[config.mk]
export PLATFORM = sky130hd
export DESIGN_NAME = writeback_stage_flat
export DESIGN_NICKNAME = d
export VERILOG_FILES = /design/src/rtl/writeback_stage_if.sv /design/src/rtl/writeback_stage.sv /design/src/flat_wrapper.sv
export SDC_FILE = /design/constraint.sdc
export NUM_CORES = 1
export LEC_CHECK = 0
export BUFFER_PORTS_ARGS = -buffer_cell sky130_fd_sc_hd__buf_2
export CORE_UTILIZATION = 45
export CTS_CLUSTER_DIAMETER = 50
export DETAILED_ROUTE_END_ITERATION = 6
export PLACE_DENSITY = 0.89
export SLEW_MARGIN = 10
export SYNTH_ARGS = -nofsm -noshare
export SYNTH_HDL_FRONTEND = slang
export SYNTH_SLANG_ARGS = --single-unit
[constraint.sdc]
create_clock -name clk -period 1.9 [get_ports clk]
set_clock_uncertainty 0.05 [all_clocks]
set_input_delay 0.38 -clock clk [delete_from_list [all_inputs] [get_ports clk]]
set_output_delay 0.38 -clock clk [all_outputs]
set_load 0.01 [all_outputs]
[src/rtl/writeback_stage_if.sv]
// Bundles the execute-to-writeback signals and the writeback results of writeback_stage.
// The master side is the execute stage; the slave side is the writeback stage.
interface writeback_stage_if #(
    parameter int DATA_W = 32,
    parameter int REG_AW = 5
);
    logic                  exe_reg_en;
    logic                  exe_mem_read;
    logic [REG_AW-1:0]     exe_reg_waddr;
    logic [DATA_W-1:0]     alu_result_reg;
    logic [2:0]            exe_load_type;
    logic [DATA_W-1:0]     exe_load_rt_data;
    logic [DATA_W-1:0]     data_sram_rdata;
    logic                  exe_MD_complete;
    logic [2*DATA_W-1:0]   exe_MD_result;
    logic                  exe_hi_wen;
    logic                  exe_lo_wen;
    logic [1:0]            exe_mf_sel;
    logic                  wb_reg_wen;
    logic [REG_AW-1:0]     wb_reg_waddr;
    logic [DATA_W-1:0]     wb_reg_wdata;
    logic [DATA_W-1:0]     hi_out;
    logic [DATA_W-1:0]     lo_out;

    modport master (
        output exe_reg_en, exe_mem_read, exe_reg_waddr, alu_result_reg,
               exe_load_type, exe_load_rt_data, data_sram_rdata,
               exe_MD_complete, exe_MD_result, exe_hi_wen, exe_lo_wen, exe_mf_sel,
        input  wb_reg_wen, wb_reg_waddr, wb_reg_wdata, hi_out, lo_out
    );

    modport slave (
        input  exe_reg_en, exe_mem_read, exe_reg_waddr, alu_result_reg,
               exe_load_type, exe_load_rt_data, data_sram_rdata,
               exe_MD_complete, exe_MD_result, exe_hi_wen, exe_lo_wen, exe_mf_sel,
        output wb_reg_wen, wb_reg_waddr, wb_reg_wdata, hi_out, lo_out
    );
endinterface

[src/rtl/writeback_stage.sv]
// Final pipeline stage: load-data extraction, HI/LO ownership, registered GPR write port.
// Optional macro HILO_BYPASS_EN lets MFHI/MFLO see the value HI/LO take at the same edge.
module writeback_stage #(
    parameter int DATA_W = 32,
    parameter int REG_AW = 5
) (
    input  logic               clk,
    input  logic               resetn,
    writeback_stage_if.slave   bus
);

    logic [1:0]         w_addr_lo;
    logic [7:0]         w_byte;
    logic [15:0]        w_half;
    logic [DATA_W-1:0]  w_mem;
    logic [DATA_W-1:0]  w_rt;
    logic [DATA_W-1:0]  w_load_data;
    logic [DATA_W-1:0]  w_hi_next;
    logic [DATA_W-1:0]  w_lo_next;
    logic [DATA_W-1:0]  w_mf_hi;
    logic [DATA_W-1:0]  w_mf_lo;
    logic [DATA_W-1:0]  w_wdata;
    logic               w_wen;

    logic               r_wb_reg_wen;
    logic [REG_AW-1:0]  r_wb_reg_waddr;
    logic [DATA_W-1:0]  r_wb_reg_wdata;
    logic [DATA_W-1:0]  r_hi;
    logic [DATA_W-1:0]  r_lo;

    assign w_addr_lo = bus.alu_result_reg[1:0];
    assign w_mem     = bus.data_sram_rdata;
    assign w_rt      = bus.exe_load_rt_data;

    // Byte and halfword lanes selected by the low address bits; odd halfword addresses yield zero.
    always_comb begin
        w_byte = 8'h00;
        w_half = 16'h0000;
        case (w_addr_lo)
            2'd0:    w_byte = w_mem[7:0];
            2'd1:    w_byte = w_mem[15:8];
            2'd2:    w_byte = w_mem[23:16];
            2'd3:    w_byte = w_mem[31:24];
            default: w_byte = 8'h00;
        endcase
        case (w_addr_lo)
            2'd0:    w_half = w_mem[15:0];
            2'd2:    w_half = w_mem[31:16];
            default: w_half = 16'h0000;
        endcase
    end

    // Load result formatting, including the LWL/LWR merge with the old rt value.
    always_comb begin
        w_load_data = w_mem;
        case (bus.exe_load_type)
            3'b000: w_load_data = w_mem;
            3'b001: w_load_data = {{(DATA_W-8){w_byte[7]}}, w_byte};
            3'b010: w_load_data = {{(DATA_W-8){1'b0}}, w_byte};
            3'b011: w_load_data = {{(DATA_W-16){w_half[15]}}, w_half};
            3'b100: w_load_data = {{(DATA_W-16){1'b0}}, w_half};
            3'b101: begin
                case (w_addr_lo)
                    2'd0:    w_load_data = {w_mem[7:0],  w_rt[23:0]};
                    2'd1:    w_load_data = {w_mem[15:0], w_rt[15:0]};
                    2'd2:    w_load_data = {w_mem[23:0], w_rt[7:0]};
                    2'd3:    w_load_data = w_mem;
                    default: w_load_data = w_mem;
                endcase
            end
            3'b110: begin
                case (w_addr_lo)
                    2'd0:    w_load_data = w_mem;
                    2'd1:    w_load_data = {w_rt[31:24], w_mem[31:8]};
                    2'd2:    w_load_data = {w_rt[31:16], w_mem[31:16]};
                    2'd3:    w_load_data = {w_rt[31:8],  w_mem[31:24]};
                    default: w_load_data = w_mem;
                endcase
            end
            default: w_load_data = w_mem;
        endcase
    end

    // Next HI/LO: MTHI/MTLO are younger than a completing MD op and therefore win.
    always_comb begin
        w_hi_next = r_hi;
        w_lo_next = r_lo;
        if (bus.exe_hi_wen) begin
            w_hi_next = bus.alu_result_reg;
        end else if (bus.exe_MD_complete) begin
            w_hi_next = bus.exe_MD_result[2*DATA_W-1:DATA_W];
        end else begin
            w_hi_next = r_hi;
        end
        if (bus.exe_lo_wen) begin
            w_lo_next = bus.alu_result_reg;
        end else if (bus.exe_MD_complete) begin
            w_lo_next = bus.exe_MD_result[DATA_W-1:0];
        end else begin
            w_lo_next = r_lo;
        end
    end

`ifdef HILO_BYPASS_EN
    assign w_mf_hi = w_hi_next;
    assign w_mf_lo = w_lo_next;
`else
    // Without bypass the hazard unit keeps MF one cycle behind a completing MD op.
    assign w_mf_hi = r_hi;
    assign w_mf_lo = r_lo;
`endif

    // Write-data source priority: load path, then MFHI, then MFLO, then the ALU result.
    always_comb begin
        w_wdata = bus.alu_result_reg;
        w_wen   = bus.exe_reg_en & (bus.exe_reg_waddr != {REG_AW{1'b0}});
        if (bus.exe_mem_read) begin
            w_wdata = w_load_data;
        end else begin
            case (bus.exe_mf_sel)
                2'b01:   w_wdata = w_mf_hi;
                2'b10:   w_wdata = w_mf_lo;
                default: w_wdata = bus.alu_result_reg;
            endcase
        end
    end

    // Register-file write port; r0 writes keep address/data but drop the enable.
    always_ff @(posedge clk) begin
        if (!resetn) begin
            r_wb_reg_wen   <= 1'b0;
            r_wb_reg_waddr <= {REG_AW{1'b0}};
            r_wb_reg_wdata <= {DATA_W{1'b0}};
        end else begin
            r_wb_reg_wen   <= w_wen;
            r_wb_reg_waddr <= bus.exe_reg_waddr;
            r_wb_reg_wdata <= w_wdata;
        end
    end

    // Architectural HI/LO registers; reset discards any in-flight MD completion.
    always_ff @(posedge clk) begin
        if (!resetn) begin
            r_hi <= {DATA_W{1'b0}};
            r_lo <= {DATA_W{1'b0}};
        end else begin
            r_hi <= w_hi_next;
            r_lo <= w_lo_next;
        end
    end

    assign bus.wb_reg_wen   = r_wb_reg_wen;
    assign bus.wb_reg_waddr = r_wb_reg_waddr;
    assign bus.wb_reg_wdata = r_wb_reg_wdata;
    assign bus.hi_out       = r_hi;
    assign bus.lo_out       = r_lo;

endmodule

[src/flat_wrapper.sv]
// flat-port wrapper written by rule: the top's interface ports become plain ports
module writeback_stage_flat 
#(
    parameter int DATA_W = 32,
    parameter int REG_AW = 5
)
  (clk, resetn, bus_exe_reg_en, bus_exe_mem_read, bus_exe_reg_waddr, bus_alu_result_reg, bus_exe_load_type, bus_exe_load_rt_data, bus_data_sram_rdata, bus_exe_MD_complete, bus_exe_MD_result, bus_exe_hi_wen, bus_exe_lo_wen, bus_exe_mf_sel, bus_wb_reg_wen, bus_wb_reg_waddr, bus_wb_reg_wdata, bus_hi_out, bus_lo_out);
  writeback_stage_if #(.DATA_W(DATA_W), .REG_AW(REG_AW)) bus_i ();
  input  logic clk;
  input  logic resetn;
  input wire logic [$bits(bus_i.exe_reg_en)-1:0] bus_exe_reg_en;
  input wire logic [$bits(bus_i.exe_mem_read)-1:0] bus_exe_mem_read;
  input wire logic [$bits(bus_i.exe_reg_waddr)-1:0] bus_exe_reg_waddr;
  input wire logic [$bits(bus_i.alu_result_reg)-1:0] bus_alu_result_reg;
  input wire logic [$bits(bus_i.exe_load_type)-1:0] bus_exe_load_type;
  input wire logic [$bits(bus_i.exe_load_rt_data)-1:0] bus_exe_load_rt_data;
  input wire logic [$bits(bus_i.data_sram_rdata)-1:0] bus_data_sram_rdata;
  input wire logic [$bits(bus_i.exe_MD_complete)-1:0] bus_exe_MD_complete;
  input wire logic [$bits(bus_i.exe_MD_result)-1:0] bus_exe_MD_result;
  input wire logic [$bits(bus_i.exe_hi_wen)-1:0] bus_exe_hi_wen;
  input wire logic [$bits(bus_i.exe_lo_wen)-1:0] bus_exe_lo_wen;
  input wire logic [$bits(bus_i.exe_mf_sel)-1:0] bus_exe_mf_sel;
  output wire logic [$bits(bus_i.wb_reg_wen)-1:0] bus_wb_reg_wen;
  output wire logic [$bits(bus_i.wb_reg_waddr)-1:0] bus_wb_reg_waddr;
  output wire logic [$bits(bus_i.wb_reg_wdata)-1:0] bus_wb_reg_wdata;
  output wire logic [$bits(bus_i.hi_out)-1:0] bus_hi_out;
  output wire logic [$bits(bus_i.lo_out)-1:0] bus_lo_out;
  assign bus_i.exe_reg_en = bus_exe_reg_en;
  assign bus_i.exe_mem_read = bus_exe_mem_read;
  assign bus_i.exe_reg_waddr = bus_exe_reg_waddr;
  assign bus_i.alu_result_reg = bus_alu_result_reg;
  assign bus_i.exe_load_type = bus_exe_load_type;
  assign bus_i.exe_load_rt_data = bus_exe_load_rt_data;
  assign bus_i.data_sram_rdata = bus_data_sram_rdata;
  assign bus_i.exe_MD_complete = bus_exe_MD_complete;
  assign bus_i.exe_MD_result = bus_exe_MD_result;
  assign bus_i.exe_hi_wen = bus_exe_hi_wen;
  assign bus_i.exe_lo_wen = bus_exe_lo_wen;
  assign bus_i.exe_mf_sel = bus_exe_mf_sel;
  assign bus_wb_reg_wen = bus_i.wb_reg_wen;
  assign bus_wb_reg_waddr = bus_i.wb_reg_waddr;
  assign bus_wb_reg_wdata = bus_i.wb_reg_wdata;
  assign bus_hi_out = bus_i.hi_out;
  assign bus_lo_out = bus_i.lo_out;
  writeback_stage #(.DATA_W(DATA_W), .REG_AW(REG_AW)) u_core (.clk(clk), .resetn(resetn), .bus(bus_i));
endmodule
==> results of run 1 <==
==> worst max-delay path, cell delays in order <==
cell,delay [ps]
buf_2,100
mux4_2,530
a2111o_1,490
a2111oi_1,360
nor4b_1,120
==> synth_stat cells (all sizes together) (9+ instances only) <==
cell type	n	share of area, %
o211ai	20	2.2
o21ai	126	9.1
buf	32	2.2
mux4	12	3.9
nor2	16	0.86
inv	13	0.70
o2111ai	9	1.1
and2	70	6.3
a21oi	12	0.86
a22oi	32	3.5
nand2	121	6.5
a211oi	17	1.9
dfxtp	102	29
nor2b	16	1.4
or3b	9	1.1
o221ai	24	3.0
clkbuf	51	2.8
mux2i	101	15
==> path summary, 6_finish.rpt <==
path	startpoint	end	slack, ps	cells past startpoint
worst max-delay path	bus_alu_result_reg[1]	u_core.bus.wb_reg_wdata[14]	90	5
worst min-delay path	bus_exe_reg_waddr[4]	u_core.bus.wb_reg_waddr[4]	180	2
worst max register to register	u_core.bus.lo_out[8]	u_core.bus.wb_reg_wdata[8]	620	4
worst min register to register	u_core.bus.hi_out[5]	u_core.bus.hi_out[5]	630	3
==> power groups by stage <==
stage | Sequential (mW) | Combinational (mW) | Clock (mW)
2_1_floorplan | 2.50 | 0.812 | 0
3_3_place_gp | 2.44 | 1.69 | 0
3_5_place_dp | 2.44 | 1.73 | 0
4_1_cts | 2.40 | 1.73 | 1.98
5_1_grt | 2.41 | 1.89 | 2.08
6_report | 2.40 | 1.76 | 1.96
==> cell type report <==
| cell class | instances | area, um2 |
|---|---|---|
| Fill cell | 1288 | 5750 |
| Multi-Input combinational cell | 661 | 4520 |
| Timing Repair Buffer | 365 | 2250 |
| Sequential cell | 102 | 2040 |
| Tap cell | 188 | 235 |
| Clock buffer | 10 | 229 |
| Clock inverter | 6 | 75.1 |
| Inverter | 13 | 48.8 |
| Antenna cell | 1 | 2.50 |
==> cell families (layout without fill, tap and decap cells) <==
logic type,count (synthesis),count (layout),share of synthesized area [%]
AOI/OAI and AO/OA,277,277,26.2
and+or+nand+nor,264,264,19.2
muxes,118,118,19.3
DFF,102,102,29.4
buffers and inverters,96,394,5.64
adders and majority gates,2,2,0.360
other,0,1,0
==> per-layer routing <==
layer  vias to the layer above  global-route usage, %  share of wire [%]
met5                         -                      0               0.10
met4                         4                   12.0                3.1
met3                        76                   7.18                9.4
met2                       557                   53.5                 46
met1                      3782                   43.1                 41
li1                       3758                      -                  -
==> state kept, by name, indices dropped and copies added (netlist names) <==
signal,count
u_core.bus.wb_reg_wen,1
u_core.bus.wb_reg_waddr,5
u_core.bus.lo_out,32
u_core.bus.wb_reg_wdata,32
u_core.bus.hi_out,32
==> key figures, run 1 <==
Run status
  • Status: complete, no violations

Worst setup path
  • Arrival time reported for the critical path endpoint: 1980 ps
  • Kind of start point of the critical path: primary input
  • Setup Crit Path Kind: in2reg
  • Kind of end point of the critical path: register
  • Top fanout value on the critical path: 6
  • Worst endpoint required time: 2080 ps

Cells and area
  • Proportion of layout cells with a drive suffix above 1: 35.5%
  • Post-Layout Inst Area: 0.00940 mm2
  • Filler-free cell count of the finished design: 1346
  • Total Nets Final: 1331
  • Post-Route Utilization: 62.0%
  • Post-synthesis to final-layout area growth: 35.3%
  • Most common library cell in the layout ignoring fill and taps: buf_2
  • Most frequent cells in the layout: buf_2, o21ai_0, nand2_1

Timing
  • Tightest slew margin relative to the limit: 52.1%
  • Number of pins exceeding their max-slew limit in the final report: 0
  • Fin crit period: 1810 ps
  • Transition time at the pin with the least slew margin: 719 ps
  • Fin. Hold Viols: 0
  • Maximum clock frequency: 554 MHz
  • Sum of negative setup slack: 0 ps
  • Fin Hold WS: 184 ps
  • Unrepaired setup endpoints after global routing: false
  • Slack of the critical path: 94.5 ps
  • Setup violations, final: 0
  • Period Utilization, post-route: 95.0%

Power
  • Reported leakage power: 4.38 nW
  • Clock network fraction of design power: 32.0%
  • Switching share of power: 32.2%
  • Power density cells: 651 mW/mm2
  • Proportion of power drawn by flip-flops and latches: 39.2%
  • Power share of the combinational group: 28.7%
  • Overall power consumption: 6.12 mW
  • Switching component of the power: 1.97 mW
  • Worst ir drop on vdd: 0.391 mV
  • Internal: 4.15 mW

Clock tree
  • Clk_lat worst skew: 360 ps
  • Clock slew at the register clock pins of the worst setup and hold paths: 80 ps
  • TritonCTS clock tree: done
  • Number of sinks handled by clock tree synthesis: 102
  • Number of buffers added to fix hold violations after cts: 0
  • Resized Gates After CTS: 0
  • Number of post-CTS setup repair buffers: 0
  • H-tree depth: 3
  • Bufs on Longest Clock Path: 2
  • Clk root buf: clkbuf_16
  • CTS Buf Count: 9

Die
  • Core outline area: 0.0151 mm2
  • Count of pins on the block boundary: 279
  • Die Footprint: 0.0159 mm2
  • Die Width: 126 um
  • Number of placement rows: 45
  • Die height: 126 um
  • Starting density of the core: 45.9%

Hold path
  • Path type of the worst min-delay path: in2reg

Yosys
  • Net count after synthesis: 1038
  • Total standard cell area after synthesis: 0.00695 mm2
  • Cells after synthesis: 859
  • Dominant register cell in the synthesized netlist: dfxtp_1
  • Syn. warnings: 0
  • Fraction of synthesis flops using an asynchronous set or reset pin: 0%
  • Number of enable flip-flop cells after synthesis: 0
  • Synth unique cells: 46
  • Seq/Total Area, Yosys: 29.4%
  • Flops & latches, synth: 102
  • Post-synthesis average cell area: 8.09 um2

Routing
  • 1st-pass router iterations: 5
  • Vias: 8177
  • Post-detailed-routing wire length: 26700 um
  • Detailed router's first-iteration violation count: 787
  • Mean routed wirelength per cell: 19.8 um
  • DRC violations left: 0
  • Antenna violation net count after detailed routing: 0
  • Vias per inst: 6.08

Place
  • Global placement routability congestion: 1.01
  • Count of input and output buffers: 278
  • Half-perimeter wire length of the detailed placement result: 20800 um
  • Placed cell areas: 0.00909 mm2
  • Number of placed instances, taps included: 1329
  • Placement Setup Slack: -289 ps

GRT
  • Global route total overflow: 0
  • Vias in the first global route: 7422
  • Pin count of the biggest net entering global routing: 65
  • Global routing usage summed across all routing layers: 33.0%
  • Initial antenna violation count: 3
  • Global-route wire length before repair: 40600 um

Flow run
  • Max-cap violation count: 0
Note: power is estimated with default switching activity, not from simulation.
==> run 2, diff against run 1 <==
--- a/config.mk
+++ b/config.mk
@@ -6,6 +6,7 @@
 export NUM_CORES = 1
 export LEC_CHECK = 0
 export BUFFER_PORTS_ARGS = -buffer_cell sky130_fd_sc_hd__buf_2
+export CORE_MARGIN = 3
 export CORE_UTILIZATION = 45
 export CTS_CLUSTER_DIAMETER = 50
 export DETAILED_ROUTE_END_ITERATION = 6
==> constraint.sdc (replaced) <==
create_clock -name clk -period 1.9 [get_ports clk]
set_clock_uncertainty 0.05 [all_clocks]
set_input_delay 0.095 -clock clk [delete_from_list [all_inputs] [get_ports clk]]
set_output_delay 0.095 -clock clk [all_outputs]
set_load 0.01 [all_outputs]
==> run 2 against run 1 <==
Sequential power about the same. Critical path depth is the same. Die area is 6.4% higher. Largest cell class unchanged. First-iteration DRC count is 21% lower. Power is 1.2% lower. Wire length up 2.1%. Non-clock buffer count down 36. Count of clock-buffer cells in the layout unchanged.
==> key figures, run 2 (same netlist as run 1, synthesis figures left out) <==
Worst setup path
  • Sequence of cells on the critical path: buf_2 > mux4_2 > a2111o_1 > a2111oi_1 > nor4b_1
  • Slowest stage delay, CP: 570 ps (+40 ps)
  • Setup Crit Path Kind: in2reg
  • Crit. path cell count: 5 (unchanged)
  • Total buffers and inverters traversed by the critical path: 1 (unchanged)
  • Arrival time reported for the critical path endpoint: 1790 ps (-190 ps)
  • Worst setup path startpoint: bus_alu_result_reg[1]
  • Critical R2R Capture: u_core.bus.wb_reg_wdata[11]
  • Kind of start point of the critical path: primary input
  • Reg-to-reg startpoint: u_core.bus.lo_out[11]
  • Worst endpoint required time: 2080 ps (about the same)
  • Timing endpoint of the critical path: u_core.bus.wb_reg_wdata[13]
  • R2r setup slk: 530 ps (-90 ps)
  • Kind of end point of the critical path: register
  • Cell depth of the worst flop-to-flop path: 4 (unchanged)
  • Crit path max-delay family: compound AO/OA/AOI/OAI gates
  • CP max stage cell: a2111o_1
  • Top fanout value on the critical path: 6 (unchanged)

Clock tree
  • H-tree depth: 3 (unchanged)
  • Number of post-CTS setup repair buffers: 0 (unchanged)
  • TritonCTS clock tree: done
  • Clk_lat worst skew: 350 ps (about the same)
  • Bufs on Longest Clock Path: 2 (unchanged)
  • Clk root buf: clkbuf_16
  • CTS Buf Count: 9 (unchanged)
  • Number of sinks handled by clock tree synthesis: 102 (unchanged)
  • Number of buffers added to fix hold violations after cts: 6 (+6)
  • Resized Gates After CTS: 0 (unchanged)
  • Clock slew at the register clock pins of the worst setup and hold paths: 80 ps (about the same)

Die
  • Count of pins on the block boundary: 279 (unchanged)
  • Die height: 130 um (+3.2%)
  • Core outline area: 0.0148 mm2 (-2.2%)
  • Die Footprint: 0.0170 mm2 (+6.4%)
  • Die Width: 130 um (+3.2%)
  • Starting density of the core: 46.9% (+1.0 points)
  • Number of placement rows: 44 (-2.2%)

Timing
  • Period Utilization, post-route: 85.1% (-10 points)
  • Sum of negative setup slack: 0 ps (unchanged)
  • Transition time at the pin with the least slew margin: 711 ps (-7.97 ps)
  • Number of pins exceeding their max-slew limit in the final report: 0 (unchanged)
  • Fin crit period: 1620 ps (-189 ps)
  • Fin Hold WS: 22.8 ps (-161 ps)
  • Maximum clock frequency: 619 MHz (+12%)
  • Fin. Hold Viols: 0 (unchanged)
  • Slack of the critical path: 284 ps (+189 ps)
  • Setup violations, final: 0 (unchanged)
  • Unrepaired setup endpoints after global routing: false
  • Tightest slew margin relative to the limit: 52.6% (+0.53 points)

Power
  • Internal: 4.08 mW (-1.6%)
  • Overall power consumption: 6.04 mW (-1.2%)
  • Power density cells: 666 mW/mm2 (+2.3%)
  • Clock network fraction of design power: 32.5% (+0.5 points)
  • Switching share of power: 32.5% (+0.30 points)
  • Proportion of power drawn by flip-flops and latches: 39.7% (+0.5 points)
  • Switching component of the power: 1.97 mW (-0.29%)
  • Reported leakage power: 4.17 nW (-4.7%)
  • Worst ir drop on vdd: 0.501 mV (+28%)
  • Power share of the combinational group: 27.8% (-0.9 points)

Run status
  • Status: complete, no violations

Cells and area
  • Total Nets Final: 1295 (-2.7%)
  • Most frequent cells in the layout: buf_2, o21ai_0, nand2_1
  • Post-synthesis to final-layout area growth: 30.6%
  • Filler-free cell count of the finished design: 1305 (-3.0%)
  • Count of inserted antenna diode cells: 0 (-1)
  • Most common library cell in the layout ignoring fill and taps: buf_2
  • Proportion of layout cells with a drive suffix above 1: 32.9% (-2.6 points)
  • Post-Layout Inst Area: 0.00907 mm2 (-3.5%)
  • Number of fill cells in the layout: 1288 (unchanged)
  • Post-Route Utilization: 61.3% (-0.79 points)

Routing
  • Mean routed wirelength per cell: 20.9 um (+5.3%)
  • Post-detailed-routing wire length: 27200 um (+2.1%)
  • DRC violations left: 0 (unchanged)
  • Vias per inst: 6.09 (+0.25%)
  • Detailed router's first-iteration violation count: 625 (-21%)
  • Antenna violation net count after detailed routing: 0 (unchanged)
  • 1st-pass router iterations: 6 (+1)
  • Vias: 7948 (-2.8%)

Place
  • Placed cell areas: 0.00871 mm2 (-4.2%)
  • Number of placed instances, taps included: 1283 (-3.5%)
  • Count of input and output buffers: 278 (unchanged)
  • Global placement routability congestion: 1.02 (+1.5%)
  • Placement Setup Slack: -60.7 ps (+228 ps)
  • Half-perimeter wire length of the detailed placement result: 20600 um (-0.83%)

GRT
  • Global route total overflow: 0 (unchanged)
  • Pin count of the biggest net entering global routing: 65 (unchanged)
  • Global-route wire length before repair: 40800 um (+0.56%)
  • Global routing usage summed across all routing layers: 30.8% (-2.3 points)
  • Initial antenna violation count: 0 (-3)
  • Vias in the first global route: 7463 (+0.55%)

Hold path
  • Path type of the worst min-delay path: in2reg

Flow run
  • Max-cap violation count: 0 (unchanged)
run 2: changes by cell type in the layout (fill, tap and decap cells not counted):
| cell | previous run | this run |
|---|---|---|
| buf_12 | 16 | 11 |
| buf_4 | 72 | 35 |
| diode_2 | 1 | 0 |
| dlygate4sd3_1 | 0 | 6 |
run 2: final cells by class:
type                    count  area, um2  area share, %
multi-input cells         661       4520           49.8
flip-flops and latches    102       2040           22.5
repair buffers            329       1930           21.3
well taps                 184        230           2.54
clock buffers              10        229           2.52
clock inverters             6       75.1          0.828
inverters                  13       48.8          0.538
run 2: worst min-delay path by stage:
stage	startpoint	to	slack (ps)	cells after the start
floorplan	bus_exe_reg_waddr[0]	u_core.bus.wb_reg_waddr[0]	170	1
global placement	bus_exe_reg_waddr[0]	u_core.bus.wb_reg_waddr[0]	260	2
detailed placement	bus_exe_reg_waddr[3]	u_core.bus.wb_reg_waddr[3]	260	2
CTS	bus_data_sram_rdata[0]	u_core.bus.wb_reg_wdata[0]	9	3
global route	bus_data_sram_rdata[16]	u_core.bus.wb_reg_wdata[0]	20	3
finish	bus_data_sram_rdata[0]	u_core.bus.wb_reg_wdata[0]	20	3
run 2: power by group through the flow:
| stage | logic, mW | registers [mW] | clock network [mW] |
|---|---|---|---|
| 2_1_floorplan | 0.811 | 2.50 | 0 |
| 5_1_grt | 1.81 | 2.42 | 2.07 |
| 6_report | 1.68 | 2.40 | 1.97 |
| 4_1_cts | 1.65 | 2.40 | 1.98 |
| 3_3_place_gp | 1.60 | 2.44 | 0 |
| 3_5_place_dp | 1.64 | 2.45 | 0 |
run 2: tightest hold or removal path: cells and delay by family:
family,cells,cell delay (ps)
and+or+nand+nor,1,70
buffers and inverters,1,140
AOI/OAI and AO/OA,1,60
run 2: routing by layer:
layer	GRT usage, %	part of all wire (%)	vias to the layer above
met3	6.71	10	65
met1	41.0	40	3694
met2	48.8	46	510
met4	11.8	4.1	0
li1	-	-	3679
met5	0	0	-
==> run 3, diff against run 2 <==
--- a/config.mk
+++ b/config.mk
@@ -7,10 +7,12 @@
 export LEC_CHECK = 0
 export BUFFER_PORTS_ARGS = -buffer_cell sky130_fd_sc_hd__buf_2
 export CORE_MARGIN = 3
-export CORE_UTILIZATION = 45
+export CORE_UTILIZATION = 46
+export CTS_BUF_LIST = sky130_fd_sc_hd__clkbuf_8
 export CTS_CLUSTER_DIAMETER = 50
+export CTS_CLUSTER_SIZE = 40
 export DETAILED_ROUTE_END_ITERATION = 6
-export PLACE_DENSITY = 0.89
+export PLACE_DENSITY = 0.85
 export SLEW_MARGIN = 10
 export SYNTH_ARGS = -nofsm -noshare
 export SYNTH_HDL_FRONTEND = slang
==> run 3 against run 2 <==
The flow now finishes with violations (negative hold slack). Power is 6.4% lower. Wire length shrank 1.3%. Sequential share of layout area down 0.72 points. Critical endpoint is now u_core.bus.wb_reg_wdata[11]. Maximum frequency decreased by 6.2%. Combinational power grew 3%.
==> key figures, run 3 (same netlist as run 1, synthesis figures left out) <==
GRT
  • Global route total overflow: 0 (unchanged)
  • Global routing usage summed across all routing layers: 31.2% (+0.48 points)
  • Initial antenna violation count: 0 (unchanged)
  • Pin count of the biggest net entering global routing: 84 (+29%)
  • Global-route wire length before repair: 40900 um (+0.34%)
  • Vias in the first global route: 7493 (+0.40%)

Worst setup path
  • Top fanout value on the critical path: 7 (+1)
  • Kind of end point of the critical path: register
  • CP max stage cell: dlygate4sd3_1
  • Slowest stage delay, CP: 530 ps (-40 ps)
  • Setup Crit Path Kind: in2reg
  • Worst endpoint required time: 2110 ps (+30 ps)
  • R2r setup slk: 470 ps (-60 ps)
  • Crit path max-delay family: buffers and inverters
  • Arrival time reported for the critical path endpoint: 1930 ps (+140 ps)
  • Kind of start point of the critical path: primary input
  • Total buffers and inverters traversed by the critical path: 2 (+1)
  • Sequence of cells on the critical path: dlygate4sd3_1 > buf_2 > mux4_2 > nor2b_1 > a2111oi_1 > nor4b_1

Die
  • Die Width: 129 um (-1.0%)
  • Number of placement rows: 44 (unchanged)
  • Starting density of the core: 47.4% (+0.53 points)
  • Core outline area: 0.0146 mm2 (-1.1%)
  • Die height: 129 um (-1.0%)
  • Die Footprint: 0.0166 mm2 (-2.1%)
  • Count of pins on the block boundary: 279 (unchanged)

Run status
  • Violations in the final reports: negative hold slack
  • Status: complete, but fails checks

Clock tree
  • Number of sinks handled by clock tree synthesis: 102 (unchanged)
  • Bufs on Longest Clock Path: 2 (unchanged)
  • Resized Gates After CTS: 0 (unchanged)
  • Clk root buf: clkbuf_8
  • H-tree depth: 3 (unchanged)
  • CTS Buf Count: 9 (unchanged)
  • Clock slew at the register clock pins of the worst setup and hold paths: 100 ps (+20 ps)
  • TritonCTS clock tree: done
  • Number of post-CTS setup repair buffers: 0 (unchanged)
  • Clk_lat worst skew: 400 ps (+50 ps)

Flow run
  • Max-cap violation count: 0 (unchanged)

Cells and area
  • Most frequent cells in the layout: buf_2, o21ai_0, nand2_1
  • Area used by multi-input combinational logic: 0.00452 mm2 (unchanged)
  • Proportion of layout cells with a drive suffix above 1: 31.3% (-1.7 points)
  • Total Nets Final: 1329 (+2.6%)
  • Count of inserted antenna diode cells: 0 (unchanged)
  • Most common library cell in the layout ignoring fill and taps: buf_2
  • Post-Route Utilization: 64.0% (+2.7 points)
  • Post-synthesis to final-layout area growth: 34.9%
  • Number of fill cells in the layout: 1196 (-7.1%)
  • Sequential Area: 0.00204 mm2 (unchanged)

Timing
  • Slack of the critical path: 177 ps (-107 ps)
  • Unrepaired setup endpoints after global routing: false
  • Maximum clock frequency: 580 MHz (-6.2%)
  • Setup violations, final: 0 (unchanged)
  • Tightest slew margin relative to the limit: 56.0% (+3.4 points)
  • Period Utilization, post-route: 90.7% (+5.6 points)
  • Sum of negative setup slack: 0 ps (unchanged)
  • Number of pins exceeding their max-slew limit in the final report: 0 (unchanged)
  • Fin crit period: 1720 ps (+107 ps)
  • Fin Hold WS: -1.24 ps (-24.0 ps)
  • Transition time at the pin with the least slew margin: 660 ps (-51.1 ps)
  • Fin. Hold Viols: 1 (+1)

Power
  • Power density cells: 604 mW/mm2 (-9.4%)
  • Reported leakage power: 4.29 nW (+2.8%)
  • Worst ir drop on vdd: 0.409 mV (-18%)

Routing
  • Detailed router's first-iteration violation count: 805 (+29%)
  • 1st-pass router iterations: 6 (unchanged)
  • Post-detailed-routing wire length: 26900 um (-1.3%)
  • Vias per inst: 6.04 (-0.88%)
  • Antenna violation net count after detailed routing: 0 (unchanged)
  • Mean routed wirelength per cell: 20.1 um (-3.8%)
  • Vias: 8083 (+1.7%)
  • DRC violations left: 0 (unchanged)

Place
  • Half-perimeter wire length of the detailed placement result: 19400 um (-5.6%)
  • Count of input and output buffers: 278 (unchanged)
  • Placement Setup Slack: 7.60 ps (+68.3 ps)
  • Global placement routability congestion: 0.964 (-5.8%)

Hold path
  • Path type of the worst min-delay path: in2reg
## run 3: cell count changes in the layout (fill, tap and decap cells not counted), sizes merged
cell	change
dlygate4sd3	+43
clkinvlp	-1
clkinv	+2
inv	-1
buf	-9
## run 3: per-layer routing
metal | track usage, % | up-vias | wire, um | part of all wire [%]
li1 | - | 3740 | - | -
met1 | 40.6 | 3737 | 10700 | 40
met2 | 50.3 | 531 | 12400 | 46
met3 | 8.59 | 75 | 2880 | 11
met4 | 10.4 | 0 | 944 | 3.5
met5 | 0 | - | 0 | 0
## run 3: report_power, final
| group | total, mW | switching [mW] | leakage (nW) | internal, mW |
|---|---|---|---|---|
| sequential | 2.40 | 0.104 | 0.845 | 2.30 |
| combinational | 1.73 | 0.944 | 3.33 | 0.788 |
| clock | 1.52 | 0.858 | 0.110 | 0.666 |
## run 3: repair_timing
| action | 4_1_cts | 5_1_grt |
|---|---|---|
| hold buffers | 49 | 0 |
| hold endpoints to repair | 59 | 0 |
| setup endpoints to repair | 0 | 0 |
## run 3: per-stage QoR
stage	std cells	cell area, um2	power, mW	hold slack (ps)
global placement	1274	8660	4.03	255
floorplan	859	6950	3.31	167
finish	1339	9370	5.66	-1.24
CTS	1339	9370	5.62	0.201
detailed placement	1274	8660	4.06	264
global route	1339	9370	5.91	0.162
## run 3: worst paths after layout
| path | start | end | cells after the start |
|---|---|---|---|
| hold / removal | bus_exe_load_rt_data[3] | u_core.bus.wb_reg_wdata[3] | 3 |
| setup reg to reg | u_core.bus.lo_out[11] | u_core.bus.wb_reg_wdata[11] | 4 |
| hold reg to reg | u_core.bus.lo_out[18] | u_core.bus.lo_out[18] | 3 |
| setup / recovery | bus_data_sram_rdata[19] | u_core.bus.wb_reg_wdata[11] | 6 |
## run 3: worst min-delay path, delay by kind of cell
kind                   cells  cell delay, ps
AO/OA/AOI/OAI              2             230
buffers and inverters      1              80
## run 3: final cells by class
cell class / count / area share, %
Tap cell: 184 / 2.46
Sequential cell: 102 / 21.8
Multi-Input combinational cell: 661 / 48.2
Timing Repair Buffer: 363 / 24.7
Clock inverter: 6 / 0.828
Clock buffer: 10 / 1.47
Inverter: 13 / 0.521
